### src/rtl/rv32_mc_ctrl_if.sv
// Memory handshakes, datapath hooks and status outputs of the RV32I multi-cycle sequencer.
// master = sequencer side, slave = memories/datapath/observer side.
interface rv32_mc_ctrl_if #(
  parameter int XLEN = 32
);
  logic            imem_req;
  logic            imem_ack;
  logic [31:0]     imem_rdata;
  logic            dmem_req;
  logic            dmem_we;
  logic            dmem_ack;
  logic            cmp_true;
  logic [XLEN-1:0] target;
  logic [XLEN-1:0] pc;
  logic [31:0]     ir;
  logic            rf_we;
  logic            retire;
  logic [31:0]     retire_cnt;
  logic            halted;
  logic [1:0]      halt_cause;

  modport master (
    output imem_req, dmem_req, dmem_we, pc, ir, rf_we, retire, retire_cnt, halted, halt_cause,
    input  imem_ack, imem_rdata, dmem_ack, cmp_true, target
  );

  modport slave (
    input  imem_req, dmem_req, dmem_we, pc, ir, rf_we, retire, retire_cnt, halted, halt_cause,
    output imem_ack, imem_rdata, dmem_ack, cmp_true, target
  );
endinterface

### src/rtl/rv32_mc_ctrl.sv
// Multi-cycle RV32I control sequencer: owns PC/IR and steps each instruction through
// FETCH, DECODE, EXEC, MEM and WB, halting on env calls or illegal/misaligned control flow.
module rv32_mc_ctrl #(
  parameter int              XLEN     = 32,
  parameter logic [XLEN-1:0] RESET_PC = 32'h8000_0000
) (
  input  logic          clk,
  input  logic          rst,
  rv32_mc_ctrl_if.master bus
);

  localparam logic [2:0] S_FETCH  = 3'd0;
  localparam logic [2:0] S_DECODE = 3'd1;
  localparam logic [2:0] S_EXEC   = 3'd2;
  localparam logic [2:0] S_MEM    = 3'd3;
  localparam logic [2:0] S_WB     = 3'd4;
  localparam logic [2:0] S_HALT   = 3'd5;

  localparam logic [1:0] C_NONE    = 2'd0;
  localparam logic [1:0] C_EBREAK  = 2'd1;
  localparam logic [1:0] C_ECALL   = 2'd2;
  localparam logic [1:0] C_ILLEGAL = 2'd3;

  logic [2:0]      r_state;
  logic [XLEN-1:0] r_pc;
  logic [31:0]     r_ir;
  logic [31:0]     r_retire_cnt;
  logic [1:0]      r_cause;
  logic            r_take;
  logic [XLEN-1:0] r_tgt;

  // Opcode group decode straight off the IR, which is stable from DECODE through WB.
  logic [6:0] w_op;
  logic w_is_ralu, w_is_ialu, w_is_load, w_is_store, w_is_branch;
  logic w_is_jal, w_is_jalr, w_is_lui, w_is_auipc, w_is_env;
  logic w_legal, w_ecall, w_ebreak, w_rd_nz, w_writes_rd, w_wb_fault, w_wb_ok;

  assign w_op        = r_ir[6:0];
  assign w_is_ralu   = (w_op == 7'b0110011);
  assign w_is_ialu   = (w_op == 7'b0010011);
  assign w_is_load   = (w_op == 7'b0000011);
  assign w_is_store  = (w_op == 7'b0100011);
  assign w_is_branch = (w_op == 7'b1100011);
  assign w_is_jal    = (w_op == 7'b1101111);
  assign w_is_jalr   = (w_op == 7'b1100111);
  assign w_is_lui    = (w_op == 7'b0110111);
  assign w_is_auipc  = (w_op == 7'b0010111);
  assign w_is_env    = (w_op == 7'b1110011);

  assign w_legal = w_is_ralu | w_is_ialu | w_is_load | w_is_store | w_is_branch |
                   w_is_jal | w_is_jalr | w_is_lui | w_is_auipc | w_is_env;
  assign w_ecall  = (r_ir[31:7] == 25'd0);
  assign w_ebreak = (r_ir[31:20] == 12'd1) && (r_ir[19:7] == 13'd0);

  assign w_rd_nz     = (r_ir[11:7] != 5'd0);
  assign w_writes_rd = w_is_ralu | w_is_ialu | w_is_load | w_is_jal | w_is_jalr |
                       w_is_lui | w_is_auipc;

  // A taken jump/branch to a non-word-aligned target faults in WB instead of retiring.
  assign w_wb_fault = r_take && (r_tgt[1:0] != 2'b00);
  assign w_wb_ok    = !rst && (r_state == S_WB) && !w_wb_fault;

  assign bus.imem_req   = !rst && (r_state == S_FETCH);
  assign bus.dmem_req   = !rst && (r_state == S_MEM);
  assign bus.dmem_we    = !rst && (r_state == S_MEM) && w_is_store;
  assign bus.retire     = w_wb_ok;
  assign bus.rf_we      = w_wb_ok && w_writes_rd && w_rd_nz;
  assign bus.pc         = r_pc;
  assign bus.ir         = r_ir;
  assign bus.retire_cnt = r_retire_cnt;
  assign bus.halted     = (r_state == S_HALT);
  assign bus.halt_cause = r_cause;

  always_ff @(posedge clk) begin
    if (rst) begin
      r_state      <= S_FETCH;
      r_pc         <= RESET_PC;
      r_ir         <= 32'd0;
      r_retire_cnt <= 32'd0;
      r_cause      <= C_NONE;
      r_take       <= 1'b0;
      r_tgt        <= '0;
    end else begin
      case (r_state)
        S_FETCH: begin
          if (bus.imem_ack) begin
            r_ir    <= bus.imem_rdata;
            r_state <= S_DECODE;
          end
        end
        S_DECODE: begin
          if (!w_legal || (r_ir[1:0] != 2'b11)) begin
            r_cause <= C_ILLEGAL;
            r_state <= S_HALT;
          end else begin
            r_state <= S_EXEC;
          end
        end
        S_EXEC: begin
          r_take <= w_is_jal | w_is_jalr | (w_is_branch & bus.cmp_true);
          r_tgt  <= w_is_jalr ? {bus.target[XLEN-1:1], 1'b0} : bus.target;
          if (w_is_env) begin
            r_state <= S_HALT;
            r_cause <= w_ecall ? C_ECALL : (w_ebreak ? C_EBREAK : C_ILLEGAL);
          end else if (w_is_load || w_is_store) begin
            r_state <= S_MEM;
          end else begin
            r_state <= S_WB;
          end
        end
        S_MEM: begin
          if (bus.dmem_ack) begin
            r_state <= S_WB;
          end
        end
        S_WB: begin
          if (w_wb_fault) begin
            r_cause <= C_ILLEGAL;
            r_state <= S_HALT;
          end else begin
            r_pc         <= r_take ? r_tgt : r_pc + 32'd4;
            r_retire_cnt <= r_retire_cnt + 32'd1;
            r_state      <= S_FETCH;
          end
        end
        S_HALT: begin
          r_state <= S_HALT;
        end
        default: begin
          r_state <= S_FETCH;
        end
      endcase
    end
  end

endmodule

### src/flat_wrapper.sv
// flat-port wrapper written by rule: the top's interface ports become plain ports
module rv32_mc_ctrl_flat 
#(
  parameter int              XLEN     = 32,
  parameter logic [XLEN-1:0] RESET_PC = 32'h8000_0000
)
  (clk, rst, bus_imem_req, bus_dmem_req, bus_dmem_we, bus_pc, bus_ir, bus_rf_we, bus_retire, bus_retire_cnt, bus_halted, bus_halt_cause, bus_imem_ack, bus_imem_rdata, bus_dmem_ack, bus_cmp_true, bus_target);
  rv32_mc_ctrl_if #(.XLEN(XLEN)) bus_i ();
  input  logic clk;
  input  logic rst;
  output wire logic [$bits(bus_i.imem_req)-1:0] bus_imem_req;
  output wire logic [$bits(bus_i.dmem_req)-1:0] bus_dmem_req;
  output wire logic [$bits(bus_i.dmem_we)-1:0] bus_dmem_we;
  output wire logic [$bits(bus_i.pc)-1:0] bus_pc;
  output wire logic [$bits(bus_i.ir)-1:0] bus_ir;
  output wire logic [$bits(bus_i.rf_we)-1:0] bus_rf_we;
  output wire logic [$bits(bus_i.retire)-1:0] bus_retire;
  output wire logic [$bits(bus_i.retire_cnt)-1:0] bus_retire_cnt;
  output wire logic [$bits(bus_i.halted)-1:0] bus_halted;
  output wire logic [$bits(bus_i.halt_cause)-1:0] bus_halt_cause;
  input wire logic [$bits(bus_i.imem_ack)-1:0] bus_imem_ack;
  input wire logic [$bits(bus_i.imem_rdata)-1:0] bus_imem_rdata;
  input wire logic [$bits(bus_i.dmem_ack)-1:0] bus_dmem_ack;
  input wire logic [$bits(bus_i.cmp_true)-1:0] bus_cmp_true;
  input wire logic [$bits(bus_i.target)-1:0] bus_target;
  assign bus_imem_req = bus_i.imem_req;
  assign bus_dmem_req = bus_i.dmem_req;
  assign bus_dmem_we = bus_i.dmem_we;
  assign bus_pc = bus_i.pc;
  assign bus_ir = bus_i.ir;
  assign bus_rf_we = bus_i.rf_we;
  assign bus_retire = bus_i.retire;
  assign bus_retire_cnt = bus_i.retire_cnt;
  assign bus_halted = bus_i.halted;
  assign bus_halt_cause = bus_i.halt_cause;
  assign bus_i.imem_ack = bus_imem_ack;
  assign bus_i.imem_rdata = bus_imem_rdata;
  assign bus_i.dmem_ack = bus_dmem_ack;
  assign bus_i.cmp_true = bus_cmp_true;
  assign bus_i.target = bus_target;
  rv32_mc_ctrl #(.XLEN(XLEN), .RESET_PC(RESET_PC)) u_core (.clk(clk), .rst(rst), .bus(bus_i));
endmodule
### config.mk
export PLATFORM = sky130hd
export DESIGN_NAME = rv32_mc_ctrl_flat
export DESIGN_NICKNAME = d
export VERILOG_FILES = /design/src/rtl/rv32_mc_ctrl_if.sv /design/src/rtl/rv32_mc_ctrl.sv /design/src/flat_wrapper.sv
export SDC_FILE = /design/constraint.sdc
export NUM_CORES = 1
export LEC_CHECK = 0
export BUFFER_PORTS_ARGS = -buffer_cell sky130_fd_sc_hd__buf_2
export CORE_ASPECT_RATIO = 1.5
export CORE_UTILIZATION = 47
export CTS_CLUSTER_DIAMETER = 80
export DETAILED_ROUTE_END_ITERATION = 12
export PLACE_DENSITY = 0.73
export SLEW_MARGIN = 30
export SYNTH_ARGS = -nofsm -noshare
export SYNTH_HDL_FRONTEND = slang
export SYNTH_SLANG_ARGS = --single-unit
export TNS_END_PERCENT = 5
### constraint.sdc
create_clock -name clk -period 5.57 [get_ports clk]
set_input_delay 1.114 -clock clk [delete_from_list [all_inputs] [get_ports clk]]
set_output_delay 1.114 -clock clk [all_outputs]
set_load 0.1 [all_outputs]
# Yosys cells after proc, flatten, opt, wreduce, memory -nomap -nowiden
# Cells that the tools add are included.
# Widths: inputs -> output; s select.
# totals
regBits,134
output_inout_bits,104
# op_classes
n_mux,15
reduce_logical,24
addsub,2
n_eq_ne,22
bitwise_logic,17
# op_table
op,count
$add 32x1->32 const B,1
$add 32x3->32 const B,1
$mux 32,1
$eq 7x7->1 const B,4
$logic_not 25->1,1
$eq 7x6->1 const B,3
$mux 3,6
$pmux 3 s6,1
$or 1x1->1,15
$eq 7x5->1 const B,2
$logic_not 13->1,1
$eq 12x1->1 const B,1
$mux 2,5
$logic_and 1x1->1,9
$eq 7x2->1 const B,1
$eq 3x2->1 const B,2
$eq 3x3->1 const B,2
$ne 2x1->1 const B,3
$ne 2x2->1 const B,3
$pmux 2 s3,1
$reduce_and 2->1,3
$reduce_bool 5->1,1
$reduce_and 4->1,1
$eq 3x1->1 const B,1
other kinds (8),11

# Depth between registers and ports, before layout
# logic_depth
depth_word,14
depth_mapped,7
ltp_nobuf,6

# Worst setup path before layout
# No wires, ideal clock.
# synth_timing
kind,flip-flop to output port
start,"register u_core.r_ir[4], in the netlist u_core.bus.ir[4]"
end,output port bus_rf_we
path_slack_ns,-0.186
path_stages_with_launch,5
required_time_ns,4.456
t_arrival_ns,4.642
path_cell_list,dfxtp_1 > or3b_2 > a21oi_1 > nor2_1 > nor4_1
# synth_via
elab_chain_cells,9
word_cells_on_any_way,15
# synth_lines
element,line_no,rtl
from (decl),rv32_mc_ctrl.sv:26,logic [31:0] r_ir;
from (signal assigned),rv32_mc_ctrl.sv:87,r_ir <= bus.imem_rdata;
$eq 7x6->1 / $eq 7x5->1 (equally long branches),"rv32_mc_ctrl.sv:39, rv32_mc_ctrl.sv:40",
$or 1x1->1 (5 in series),rv32_mc_ctrl.sv:56,assign w_writes_rd = w_is_ralu | w_is_ialu | w_is_load | w_is_jal | w_is_jalr |
$or 1x1->1 (*),rv32_mc_ctrl.sv:57,w_is_lui | w_is_auipc;
$logic_and 1x1->1 (*) (2 in series),rv32_mc_ctrl.sv:67,assign bus.rf_we = w_wb_ok && w_writes_rd && w_rd_nz;
to (decl),flat_wrapper.sv:16,output wire logic [$bits(bus_i.rf_we)-1:0] bus_rf_we;
# Mark *: on every way between the ends. The rest lies on a longest branch, timed or not.

# Worst setup path in the final report
# layout_timing
start,register u_core.r_state[2]
end,output port bus_rf_we
# layout_via
elab_chain_cells,5
# layout_lines
element,line_no,rtl
from (decl),rv32_mc_ctrl.sv:24,logic [2:0] r_state;
from (signal assigned),rv32_mc_ctrl.sv:76,r_state <= S_FETCH;
from (signal assigned),rv32_mc_ctrl.sv:88,r_state <= S_DECODE;
from (signal assigned),rv32_mc_ctrl.sv:94,r_state <= S_HALT;
$eq 3x3->1,rv32_mc_ctrl.sv:61,assign w_wb_ok = !rst && (r_state == S_WB) && !w_wb_fault;
$logic_and 1x1->1 (2 in series),rv32_mc_ctrl.sv:61,
$logic_and 1x1->1 (2 in series),rv32_mc_ctrl.sv:67,
# Every way passes these cells.

==> summary.md <==
| Metric | Value |
|---|---|
| DR WL met2 | `around 8.5 mm` |
| Post-DP HPWL | `~11 mm` |
| Synth Net Count | `a little under 900` |
| Max Cap Viol | `0` |
| Gate power share | `around 18%` |
| Largest net degree at the start of global routing | `just over 70` |
| Crit path launch | `u_core.r_state[2]` |
| CP required | `roughly 4500 ps` |
| R2r startpoint | `u_core.r_state[2]` |
| FP Rows | `50` |
| # clock sinks | `~130` |
| Synth cell types | `55` |
| Fin crit period | `about 3900 ps` |
| Setup WS post-layout | `around 1700 ps` |
| Max VDD drop | `around 0.22 mV` |
| WL/cell | `approximately 15 um` |
| Layout area overhead | `25.3%` |
| Top cell types by occurrence after synthesis | `nand2_1, dfxtp_1, a21oi_1` |
| Area contributors post-synth | `dfxtp_1, nand2_1, a21oi_1` |
| PwrDens | `roughly 360 mW/mm2` |
| Routed met1 length | `6.98 mm` |
| R2R setup slack | `2780 ps` |
| Layout Nets | `around 1000` |
| DIE WIDTH | `95.5 um` |
| Synth warn | `0` |
| Final setup vio count | `0` |
| Top cell type by total area after synthesis | `dfxtp_1` |
| Number of global-route vias before repair | `between 5000 and 6000` |
| Starting DRT DRC Count | `387` |
| Clk pwr share | `a little over two fifths` |
| Top_reg_cell synth | `dfxtp_1` |
| Run status | `completed` |
| Clock Tree Buf Depth | `2` |
| Worst hold path type | `register to register` |
| R2R Path End | `u_core.bus.pc[21]` |
| Avg Vias per Cell | `between 5 and 6` |
| WP data arrival | `~2800 ps` |
| Reg2reg path depth | `6` |
| Syn Std Cell Area | `roughly 0.0062 mm2` |
| Actual slew at the worst max-slew pin | `795 ps` |
| Period utilization | `between 60% and 70%` |
| Detailed Routing Iterations Pass 1 | `5` |
| Worst-case clock skew | `slightly below 9 ps` |
| Fraction of registers with async set/reset | `0%` |
| Total power | `approximately 2.7 mW` |
| Port bufs | `between 150 and 200` |
| Layout cell share with drive strength beyond 1 | `around a quarter` |
| Reg power frac | `38.1%` |
| Unrepaired setup endpoints after global routing | `false` |
| Die Ht | `roughly 140 um` |
| Net switching power | `slightly below 900 uW` |
| Seq cells post-synth | `around 130` |
| Critical Path End | `bus_rf_we` |
| LEAKAGE | `slightly above 3 nW` |
| Initial core utilization | `between 40% and 50%` |
| Dpl cell area | `around 0.0071 mm2` |
| Initial antenna violation count | `0` |
| Switching part of the total | `between 30% and 40%` |
| Cell area after layout | `between 0.007 and 0.008 mm2` |
| Postcts setup bufs | `0` |
| IO Pins | `between 150 and 200` |
| Die footprint | `0.0136 mm2` |
| Clock Pin Slew Worst Setup and Hold Paths | `around 60 ps` |
| WL final | `roughly 17 mm` |
| Worst Hold Path Cells | `2` |
| Drc violations | `0` |
| Count leader, synth | `nand2_1` |
| Via count | `slightly above 6000` |
| Grt ovf | `0` |
| All-Layer GR Usage | `roughly 25%` |
| CTS tree | `yes` |
| Global-route wire length before repair | `about 27 mm` |
| Cts repair resizes | `0` |
| Int Pwr | `around 1.9 mW` |
| Post-synthesis sequential area ratio | `a little over two fifths` |
| Slew margin rel. | `a little under half` |
| Synthesized area per cell | `a little under 8 um2` |
| Root buffer cell | `clkbuf_16` |
| Achievable Freq | `around 260 MHz` |
| Max Used Layer | `met4` |
| Top-area cell type share of the netlist area | `a little over two fifths` |
| Cells after Synth | `795` |
| Pre-CTS WS | `2000 ps` |
| RD Place Congestion | `roughly 0.86` |
| Post-route ant nets | `0` |
| Worst skew pair latency | `420 ps` |
| Fin. max-slew vios | `0` |
| Setup crit start kind | `register` |
| Setup Total Neg Slack | `0 ps` |
| DR WL met3 | `1.05 mm` |
| Hold_buf cts | `0` |
| Crit end category | `primary output` |
| Max Fanout on Critical Path | `12` |
| Core area | `approximately 0.013 mm2` |
| Num CTS Buffers | `17` |
| Post-synth EDFFs | `0` |
| WS Path Type | `register to primary output` |
| H-tree levels | `4` |
| Final Hold Viols | `0` |
==> cells by family after synthesis <==
group,count (synthesis),share of synthesized area (%)
compound gates,196,18.5
mux,11,1.81
simple gates,365,28.8
xor+xnor,20,2.84
flops,134,43.6
buf+inv,67,4.16
fa+ha+maj,2,0.406
==> worst min-delay path by stage <==
stage / to / start
finish: u_core.r_tgt[2] / u_core.r_tgt[2]
global route: u_core.r_tgt[24] / u_core.r_tgt[24]
CTS: u_core.r_tgt[25] / u_core.r_tgt[25]
detailed placement: u_core.r_tgt[25] / u_core.r_tgt[25]
global placement: u_core.r_tgt[22] / u_core.r_tgt[22]
floorplan: u_core.r_tgt[12] / u_core.r_tgt[12]
==> worst max-delay path, cell delays in order, from the launching register on <==
cell	delay, ps
dfxtp_1	540
nor3b_1	540
nand2_1	430
nor4_2	360
buf_2	480
==> layer usage <==
metal  up-vias  track usage [%]
met5         -                0
met4         0             10.1
met3        22             6.41
met2       185             41.2
met1      2863             30.1
li1       3105                -
==> registers in the layout (all words and copies together) (netlist names) <==
name	cells
u_core.bus.halt_cause	2
u_core.bus.ir	32
u_core.bus.pc	32
u_core.bus.retire_cnt	32
u_core.r_state	3
u_core.r_take	1
u_core.r_tgt	32
==> cell type report <==
| cell class | count | area (um2) |
|---|---|---|
| diodes | 1 | 2.50 |
| clock buffers | 18 | 439 |
| clock inverters | 14 | 198 |
| fillers | 1235 | 4920 |
| inverters | 15 | 56.3 |
| multi-input cells | 594 | 3240 |
| flip-flops and latches | 134 | 2680 |
| well taps | 156 | 195 |
| repair buffers | 177 | 901 |
==> layout by cell type (no fill, tap or decap), types with 14 or more instances in the layout <==
cell / Yosys / final
o21ai_0: 32 / 32
clkbuf_16: 0 / 17
nand2_1: 168 / 167
inv_1: 15 / 15
nor2_1: 50 / 49
dfxtp_1: 134 / 134
nand3_1: 24 / 24
nor4_1: 18 / 16
buf_2: 4 / 171
nand4_1: 14 / 14
nor3_1: 21 / 21
a21oi_1: 106 / 106
==> power groups by stage <==
stage | logic [mW] | clock network, mW | registers [mW]
after CTS | 0.502 | 1.22 | 1.05
after floorplan | 0.146 | 0 | 1.32
after global placement | 0.499 | 0 | 1.07
after global routing | 0.527 | 1.26 | 1.05
after detailed placement | 0.501 | 0 | 1.07
final | 0.500 | 1.20 | 1.05
==> stage by stage <==
stage               hold slack (ps)  instances  util, %
global placement                438       1076     55.9
floorplan                       432        795        -
global route                    474       1108     61.1
CTS                             454       1108     61.1
finish                          453       1109     61.1
detailed placement              446       1076     56.0
No activity file was read; power rests on OpenSTA's default activity.
